===== config.mk =====
export PLATFORM = sky130hd
export DESIGN_NAME = ckpt_scan_ctrl
export DESIGN_NICKNAME = d
export VERILOG_FILES = /design/src/rtl/ckpt_scan_ctrl.sv
export SDC_FILE = /design/constraint.sdc
export NUM_CORES = 1
export LEC_CHECK = 0
export ABC_CLOCK_PERIOD_IN_PS = 2450
export CORE_AREA = 2 2 154 156
export CTS_BUF_LIST = sky130_fd_sc_hd__clkbuf_16
export CTS_CLUSTER_DIAMETER = 100
export CTS_CLUSTER_SIZE = 40
export DETAILED_ROUTE_END_ITERATION = 7
export DIE_AREA = 0 0 156 158
export PLACE_DENSITY = 0.52
export RECOVER_POWER = 25
export SYNTH_ARGS = -nofsm -noshare
export SYNTH_HDL_FRONTEND = slang
export SYNTH_SLANG_ARGS = --single-unit

===== constraint.sdc =====
create_clock -name clk -period 2.45 [get_ports clk]
set_input_delay 0.3675 -clock clk [delete_from_list [all_inputs] [get_ports clk]]
set_output_delay 0.3675 -clock clk [all_outputs]
set_load 0.02 [all_outputs]

===== src/rtl/ckpt_scan_ctrl.sv =====
// Checkpoint scan controller.
// Pauses the DUT clock, then streams the flip-flop scan chain followed by the
// RAM scan chain either out to a dump stream or in from a restore stream.
// The RAM chain has a two-stage output pipeline, so a dump primes it with two
// warm-up shifts. A restore ends with one flush shift so the last word is
// committed.
module ckpt_scan_ctrl #(
  parameter int DATA_WIDTH = 64,
  parameter int FF_WORDS   = 4,
  parameter int MEM_WORDS  = 16
) (
  input  logic                  clk,
  input  logic                  resetn,
  input  logic                  cmd_valid,
  output logic                  cmd_ready,
  input  logic                  cmd_dir,
  output logic                  busy,
  output logic                  done,
  output logic                  pause,
  output logic                  ff_scan,
  output logic                  ff_dir,
  output logic [DATA_WIDTH-1:0] ff_sdi,
  input  logic [DATA_WIDTH-1:0] ff_sdo,
  output logic                  ram_scan,
  output logic                  ram_dir,
  output logic [DATA_WIDTH-1:0] ram_sdi,
  input  logic [DATA_WIDTH-1:0] ram_sdo,
  output logic                  out_valid,
  input  logic                  out_ready,
  output logic [DATA_WIDTH-1:0] out_data,
  input  logic                  in_valid,
  output logic                  in_ready,
  input  logic [DATA_WIDTH-1:0] in_data
);

  localparam int MAX_WORDS = (FF_WORDS > MEM_WORDS) ? FF_WORDS : MEM_WORDS;
  localparam int CW        = $clog2(MAX_WORDS + 1);

  localparam logic [CW-1:0] FF_LAST   = CW'(FF_WORDS - 1);
  localparam logic [CW-1:0] MEM_LAST  = CW'(MEM_WORDS - 1);
  localparam logic [CW-1:0] WARM_LAST = CW'(1);

  typedef enum logic [2:0] {
    IDLE      = 3'd0,
    PAUSE     = 3'd1,
    FF        = 3'd2,
    RAM_WARM  = 3'd3,
    RAM       = 3'd4,
    RAM_FLUSH = 3'd5,
    TAIL      = 3'd6,
    DONE      = 3'd7
  } state_t;

  state_t        state_q, state_d;
  logic [CW-1:0] cnt_q, cnt_d;
  logic          dir_q, dir_d;
  logic          hs;

  // State, word counter and latched direction; reset aborts any operation.
  always_ff @(posedge clk) begin
    if (!resetn) begin
      state_q <= IDLE;
      cnt_q   <= '0;
      dir_q   <= 1'b0;
    end else begin
      state_q <= state_d;
      cnt_q   <= cnt_d;
      dir_q   <= dir_d;
    end
  end

  // Next-state, counter and chain/stream steering for the current phase.
  always_comb begin
    state_d   = state_q;
    cnt_d     = cnt_q;
    dir_d     = dir_q;
    hs        = 1'b0;
    cmd_ready = 1'b0;
    busy      = 1'b1;
    done      = 1'b0;
    pause     = 1'b1;
    ff_scan   = 1'b0;
    ff_dir    = 1'b0;
    ff_sdi    = '0;
    ram_scan  = 1'b0;
    ram_dir   = 1'b0;
    ram_sdi   = '0;
    out_valid = 1'b0;
    out_data  = '0;
    in_ready  = 1'b0;

    case (state_q)
      IDLE: begin
        busy      = 1'b0;
        pause     = 1'b0;
        cmd_ready = 1'b1;
        if (cmd_valid) begin
          dir_d   = cmd_dir;
          cnt_d   = '0;
          state_d = PAUSE;
        end
      end

      PAUSE: begin
        cnt_d   = '0;
        state_d = FF;
      end

      FF: begin
        ff_dir = dir_q;
        if (!dir_q) begin
          out_valid = 1'b1;
          out_data  = ff_sdo;
          ff_scan   = out_ready;
          hs        = out_ready;
        end else begin
          in_ready = 1'b1;
          ff_sdi   = in_data;
          ff_scan  = in_valid;
          hs       = in_valid;
        end
        if (hs) begin
          if (cnt_q == FF_LAST) begin
            cnt_d   = '0;
            state_d = dir_q ? RAM : RAM_WARM;
          end else begin
            cnt_d = cnt_q + CW'(1);
          end
        end
      end

      RAM_WARM: begin
        ram_scan = 1'b1;
        ram_dir  = 1'b0;
        if (cnt_q == WARM_LAST) begin
          cnt_d   = '0;
          state_d = RAM;
        end else begin
          cnt_d = cnt_q + CW'(1);
        end
      end

      RAM: begin
        ram_dir = dir_q;
        if (!dir_q) begin
          out_valid = 1'b1;
          out_data  = ram_sdo;
          ram_scan  = out_ready;
          hs        = out_ready;
        end else begin
          in_ready = 1'b1;
          ram_sdi  = in_data;
          ram_scan = in_valid;
          hs       = in_valid;
        end
        if (hs) begin
          if (cnt_q == MEM_LAST) begin
            cnt_d   = '0;
            state_d = dir_q ? RAM_FLUSH : TAIL;
          end else begin
            cnt_d = cnt_q + CW'(1);
          end
        end
      end

      RAM_FLUSH: begin
        ram_scan = 1'b1;
        ram_dir  = 1'b1;
        state_d  = TAIL;
      end

      TAIL: begin
        state_d = DONE;
      end

      DONE: begin
        pause   = 1'b0;
        done    = 1'b1;
        state_d = IDLE;
      end

      default: begin
        state_d = IDLE;
      end
    endcase
  end

endmodule


# Word level (Yosys, flattened, before mapping)
# Cells that the tools add are included.
# W data, S select, Z words.
# totals
output_inout_bits,202
input_bits,198
word_cells,65
reg_bits,9
# classes
reduce_logical,8
mux,37
add_sub_neg,1
n_eq_ne,16
# op_table
cell,count
$mux W64,5
$pmux W64 S2,1
$mux W5,6
$pmux W5 S5,1
$pmux W3 S8,1
$mux W3,7
$mux W1,13
$eq A3 B3 Y1 const B,4
$ne A2 B2 Y1 const B,6
$eq A3 B2 Y1 const B,2
$reduce_and A6 Y1,1
$reduce_or A2 Y1,3
$add A5 B1 Y5 const B,1
$eq A5 B1 Y1 const B,1
$eq A5 B2 Y1 const B,1
$eq A5 B4 Y1 const B,1
$reduce_bool A5 Y1,1
$pmux W1 S2,2
$reduce_and A4 Y1,1
$eq A3 B1 Y1 const B,1
$logic_not A3 Y1,1
$mux W2,1
$reduce_and A2 Y1,1

# Depth between registers and ports, before layout
# Gate-level depths: netlist of run 1.
# depth
depth_word,4
mapped_depth,8
mapped_depth_nobuf,8

# Least setup slack after synthesis of run 1
# No wires, ideal clock.
# synth_timing
kind,register to output
from,register state_q[0]
to,output busy
arrival_time_ns,1.434
path_slack_ns,0.648
stages_incl_launch_ff,4
t_required_ns,2.082
path_buffers,1
cell_sequence,dfxtp_1 > buf_6 > nor3_1 > inv_1
# synth_between
elab_chain_len,2
# synth_lines
element,line_no,rtl
"start, declared",54,"state_t state_q, state_d;"
"start signal, assigned",66,state_q <= state_d;
$logic_not A3 Y1,92,case (state_q)
$mux W1,92,
"end, declared",17,"output logic busy,"
# No other way between the ends.

# Worst setup path in the final report of run 1
# layout_timing
from,register state_q[2]
to,output out_data[53]
# layout_between
elab_chain_len,2
word_cells_on_any_way,3
classes_between,eq/ne: 2; mux: 1
# layout_lines
element,line_no,rtl
$eq A3 B3 Y1 or $eq A3 B2 Y1 (tied branches),92,
$pmux W64 S2 *,92,
"end, declared",30,"output logic [DATA_WIDTH-1:0] out_data,"
# Mark *: on every way between the ends. The rest lies on a longest branch, timed or not.

==> results.md, run 1 <==
* DR DRC count at 0
* Dpl hpwl at 14.18 mm
* Dpl cell area at 6753 um^2
* Average wire per standard cell at 18.68 um
* Post-synthesis simple-gate area fraction at 45.13%
* Routability Congestion at 0.8342
* Worst r2r dst: cnt_q[2]
* Post-Syn Area at 2387 um^2
* Status: complete, no violations
* End-of-flow core utilization at 29.55%
* Post-synthesis mux area share at 1.939%
* Crit path depth at 5
* Initial antenna violation count at 1
* DP Worst Slack at 102.4 ps
* Reg-to-Reg Start: cnt_q[0]
* Worst Setup SP: state_q[2]
* R2r setup slk at 240 ps
* Max-slew violations at 0
* Total grt overflow at 0
* Core area at 23050 um^2
* Adder-cell area share of the yosys netlist at 2.096%
* CP arrival at 2000 ps
* Cts bufs inserted at 3
* Main combinational cell family by area after synthesis: simple AND/OR/NAND/NOR gates
* Largest net degree at the start of global routing at 67
* Reg2reg path depth at 5
* Worst hold path class: reg -> reg
* Crit path largest cell delay at 610 ps
* Vias in the first global route at 3849
* Worst slew pin tran at 833.7 ps
* Chip Height at 158 um
* P&R area growth vs syn at 185.3%
* Slew HR at 43.64%
* Worst setup EP type: primary output
* Post-synth top area cell: a22o_1
* Setup TNS Final at 0 ps
* CP Buf/Inv Count at 2
* CTS sink cnt at 9
* Total track usage at 12.64%
* Setup ws final at 85.08 ps
* Yosys top cell area share at 23.48%
* CTS tree: done
* Area share of xor/xnor cells in the synthesized design at 0%
* RSZ-0062 raised after global routing: no
* Cell variety after synth at 47
* Worst Skew at 0.6777 ps
* Cells along the critical path: nand2b_1 > nor3_4 > buf_12 > a22o_1 > clkdlybuf4s50_1
* Critical path's top delay family: buffers and inverters
* Post-Syn Area per Cell at 7.368 um^2
* Die area at 24650 um^2
* # IOs at 400
* Critical Path End: out_data[53]
* CTS Hold Bufs at 0
* Seq cells post-synth at 9
* Setup violators final at 0
* Layout Nets at 916
* Static Leak at 4.507 nW
* Fin crit share at 96.53%
* Post-synth net total at 526
* Total wire length at 18.75 mm
* Worst Path Max Fanout at 32
* Slowest-stage cell, CP: clkdlybuf4s50_1
* Most numerous cell in the Yosys netlist: and3_1
* Share of cells above drive strength 1 at 5.891%
* Port Buffers at 399
* First-pass GRT wire length at 24.33 mm
* Critical Path Source Type: flip-flop
* Mapped Cells at 324
* Via count at 4106
* Die W at 156 um
* Compound-cell area share of the yosys netlist at 32.08%
* Cell area after layout at 6812 um^2
* Via/cell ratio at 4.090
* EDFF count, synth at 0
* Sequential area share after synthesis at 7.547%
* Starting DRC count in detailed routing at 156
* Area contributors post-synth: a22o_1, and3_1, and2_1
* Worst-Skew Late Latency at 240 ps
* Crit path required time at 2080 ps
* Most common library cells after synthesis: and3_1, and2_1, a22o_1, buf_2
* Max_cap viols at 0
* YS warnings at 0
* Ys async rst share at 0%
* Fmax at 422.8 MHz
* Starting Density at 10.36%
* Ys flop type: dfxtp_1
* Minimum clock period at 2365 ps
* CTS H-Tree Depth at 1
* CP Class: reg -> out
* Final hold viol count at 0
* FP Rows at 56
* VDD IR max at 291.5 uV
* Worst-path clk slew at 40 ps
* Post-route ant nets at 0
* P per Cell Area at 347.8 nW/um^2
* Buffer levels on the longest clock path at 2
* Pre-antenna DRT Iters at 4
* CTS root buf: clkbuf_16
tightest hold or removal path, stage by stage (launching register included):
cell	delay, ps
dfxtp_1	330
nand4_1	80
o31ai_1	60
final cells by class:
cell class | instances | area, um^2
antenna | 1 | 2.502
clock buffer | 3 | 75.07
clock inverter | 1 | 3.754
fill | 2509 | 16240
inverter | 6 | 22.52
multi-input combinational | 269 | 1936
sequential | 9 | 183.9
tap | 290 | 362.8
timing repair buffer | 425 | 4225
state kept, by name (all words and copies together), names as in the netlist:
register	flops
cnt_q	5
dir_q	1
state_q	3
worst min path at each step:
stage | startpoint | end | slack, ps | depth (start not counted)
after floorplan | cnt_q[1] | cnt_q[1] | 480 | 2
final | cnt_q[1] | cnt_q[1] | 520 | 2
after detailed placement | cnt_q[1] | cnt_q[1] | 520 | 2
after global placement | cnt_q[1] | cnt_q[1] | 510 | 2
after global routing | cnt_q[1] | cnt_q[1] | 540 | 2
after CTS | cnt_q[1] | cnt_q[1] | 520 | 2
cells by family after synthesis:
family	Yosys count
DFF	9
adders and majority gates	4
muxes	4
buffers and inverters	46
AOI/OAI and AO/OA	92
and+or+nand+nor	169
where the power goes:
group          internal [mW]  total [mW]  switching (mW)
logic                  0.934        1.88           0.944
registers              0.167       0.202          0.0355
clock network          0.214       0.289          0.0754
metrics by stage:
stage	power (mW)	std cells	hold WS, ps
2_1_floorplan	1.151	324	479.3
3_5_place_dp	2.144	994	517.8
4_1_cts	2.426	1000	521.6
5_1_grt	2.504	1004	543.0
6_report	2.369	1004	518.0
3_3_place_gp	2.150	994	507.6
layer usage:
| metal | up-vias | wire length, um | GRT usage [%] |
|---|---|---|---|
| met5 | - | 0 | 0 |
| met2 | 170 | 9499 | 22.48 |
| met1 | 1936 | 7950 | 16.51 |
| met4 | 0 | 102 | 1.616 |
| li1 | 1992 | - | - |
| met3 | 8 | 1197 | 1.998 |
repair_timing:
action | CTS | global route
buffers inserted | 1 | 1
pin swaps | 0 | 1
cloned | 1 | 2
resized for setup | 59 | 130
endpoints found under the setup margin | 124 | 129
cells in the final DEF (no fill, tap or decap), types with 3 or more instances in the layout:
cell type and count:
nand3_1 6, dfxtp_1 6, nor3_1 3, dlygate4sd2_1 56, o21ai_0 5, dfxtp_2 3, clkbuf_1 43, and2_1 65
nand2_1 3, clkdlybuf4s50_1 212, buf_12 8, ha_1 4, buf_4 14, dlymetal6s2s_1 87, clkbuf_16 5, a21oi_1 3
nor2_1 7, inv_1 6, a22o_1 64, and3_1 65, nand4_1 4
No activity file was read; power rests on OpenSTA's default activity.
==> run 2: changes to the inputs <==
- RECOVER_POWER: 25 -> default
==> run 2 against run 1 <==
Sequential share of layout area down 0.15 points. Sequential cell count unchanged. Hold slack about the same. Final area up 5.7%. Global-route usage unchanged. First-iteration DRC count up 42%.
==> results.md, run 2 (synthesized netlist as in run 1, its figures left out) <==
* Status: complete, no violations
* Fmax at 422.5 MHz (about the same)
* Initial antenna violation count at 1 (unchanged)
* Total grt overflow at 0 (unchanged)
* Worst Path Max Fanout at 32 (unchanged)
* Setup ws final at 83.13 ps (-1.944 ps)
* CTS sink cnt at 9 (unchanged)
* FP Rows at 56 (unchanged)
* Minimum clock period at 2367 ps (+1.944 ps)
* Worst-Skew Late Latency at 240 ps (about the same)
* P per Cell Area at 334.7 nW/um^2 (-3.8%)
* Worst Skew at 0.3468 ps (-0.3309 ps)
* P&R area growth vs syn at 201.5%
* Worst hold path class: reg -> reg
* Fillers at 2449 (-2.4%)
* Logic pwr share at 79.6% (+0.3 points)
* Hold Startpoint: cnt_q[1]
* Total track usage at 12.64% (unchanged)
* Max_cap viols at 0 (unchanged)
* Die W at 156 um (unchanged)
* Setup TNS Final at 0 ps (unchanged)
* DR DRC count at 0 (unchanged)
* Crit path required time at 2080 ps (about the same)
* Dpl hpwl at 14.18 mm (unchanged)
* Worst slew pin tran at 522.4 ps (-311.3 ps)
* Slew HR at 64.80% (+21 points)
* Pre-antenna DRT Iters at 4 (unchanged)
* Port Buffers at 399 (unchanged)
* Final hold viol count at 0 (unchanged)
* Vias in the first global route at 3849 (unchanged)
* Net Sw Frac at 43.69% (-0.82 points)
* Hold path depth at 2 (unchanged)
* # IOs at 400 (unchanged)
* Worst r2r dst: cnt_q[0]
* Design Power at 2.409 mW (+1.7%)
* Core area at 23050 um^2 (unchanged)
* Register area at 183.9 um^2 (unchanged)
* VDD IR max at 292.1 uV (+0.21%)
* Worst Setup SP: state_q[2]
* Worst setup EP type: primary output
* Crit path largest cell delay at 610 ps (about the same)
* Int Power at 1.357 mW (+3.2%)
* Post-route ant nets at 0 (unchanged)
* Reg-to-Reg Start: cnt_q[0]
* Static Leak at 5.369 nW (+19%)
* CTS Hold Bufs at 0 (unchanged)
* Max-slew violations at 0 (unchanged)
* Die area at 24650 um^2 (unchanged)
* First-pass GRT wire length at 24.33 mm (unchanged)
* Setup violators final at 0 (unchanged)
* Buffer levels on the longest clock path at 2 (unchanged)
* Largest net degree at the start of global routing at 67 (unchanged)
* DP Worst Slack at 102.4 ps (unchanged)
* Starting DRC count in detailed routing at 221 (+42%)
* Starting Density at 10.36% (unchanged)
* Cts bufs inserted at 3 (unchanged)
* Sw Pwr at 1.053 mW (-0.19%)
* CTS tree: done
* Share of cells above drive strength 1 at 6.171% (+0.28 points)
* Slowest-stage cell, CP: clkdlybuf4s50_1
* CTS root buf: clkbuf_16
* Most frequent cells in the layout: clkdlybuf4s50_1, dlymetal6s2s_1, and3_1, and2_1, a22o_1
* Layout Nets at 916 (unchanged)
* End of the worst hold path: cnt_q[1]
* Largest Register: cnt_q
* Multi-input gate area at 1951 um^2 (+0.78%)
* Average wire per standard cell at 18.59 um (-0.47%)
* Max reg flops at 5 (unchanged)
* Largest regs: cnt_q (5), state_q (3), dir_q (1)
* Chip Height at 158 um (unchanged)
* CTS H-Tree Depth at 1 (unchanged)
* RSZ-0062 raised after global routing: no
* R2r setup slk at 530 ps (+290 ps)
* Most common cell after layout, fill and taps aside: clkdlybuf4s50_1
* Register share of total power at 8.4% (about the same)
* Via/cell ratio at 4.067 (-0.56%)
* Fin crit share at 96.61% (about the same)
* CP Class: reg -> out
* Routability Congestion at 0.8342 (unchanged)
* Total wire length at 18.66 mm (-0.47%)
* Via count at 4083 (-0.56%)
* Hold Slack at 518.0 ps (+0.04300 ps)
* CP arrival at 2000 ps (about the same)
* Reg2reg path depth at 7 (+2)
* Worst-path clk slew at 40 ps (about the same)
* Critical Path Source Type: flip-flop
* Clock power share at 12.0% (-0.2 points)
* Cells along the critical path: nand2b_1 > nor3_4 > buf_12 > a22o_1 > clkdlybuf4s50_1
==> run 2: cell count changes in the layout (fill, tap and decap cells not counted), sizes merged <==
cell and delta:
clkbuf -43, dlymetal6s2s +42, clkdlybuf4s50 +2, dlygate4sd3 -2, buf +1
==> run 2: worst max-delay path by stage <==
stage | to | slack (ps) | depth (start not counted)
after CTS | ram_sdi[39] | 0.6 | 5
after global placement | ram_scan | 60 | 4
after global routing | out_data[39] | 0.6 | 5
final | out_data[53] | 80 | 5
after floorplan | busy | 650 | 3
after detailed placement | ram_scan | 100 | 4
==> run 2: power groups by stage <==
stage | clock network, mW | logic [mW] | registers, mW
after detailed placement | 0 | 1.94 | 0.203
final | 0.289 | 1.92 | 0.202
after global routing | 0.306 | 2.03 | 0.206
after floorplan | 0 | 0.965 | 0.186
after CTS | 0.296 | 1.93 | 0.202
after global placement | 0 | 1.95 | 0.204
==> run 2: metal layers <==
metal  track usage, %  share of wire [%]  wire length [um]
met1            16.51                 43              7942
met2            22.48                 51              9443
met3            1.998                6.3              1177
met4            1.616               0.53                99
met5                0                  0                 0
==> run 2: cell type report <==
cell class                 instances  area share, %
antenna                            1        0.03476
clock buffer                       3          1.043
clock inverter                     1        0.05215
inverter                           6         0.3129
multi-input combinational        269          27.10
sequential                         9          2.555
tap                              290          5.041
timing repair buffer             425          63.86
==> run 2: critical path: cells and delay by family, from the launching register on <==
kind / cells / cell delay (ps)
AO/OA/AOI/OAI: 1 / 170
buffers and inverters: 2 / 830
flip-flops: 1 / 350
AND/OR/NAND/NOR: 2 / 380
==> run 2: repair_timing <==
action,4_1_cts,5_1_grt
resized for setup,59,130
setup endpoints to repair,124,129
buffers inserted,1,1
pin swaps,0,1
gates cloned,1,2
==> run 2: metrics by stage <==
step / instance area, um^2 / cells / utilization (%)
2_1_floorplan: 2387 / 324 / -
3_3_place_gp: 6753 / 994 / 29.29
3_5_place_dp: 6753 / 994 / 29.29
4_1_cts: 6799 / 1000 / 29.49
5_1_grt: 7198 / 1004 / 31.23
6_report: 7198 / 1004 / 31.23
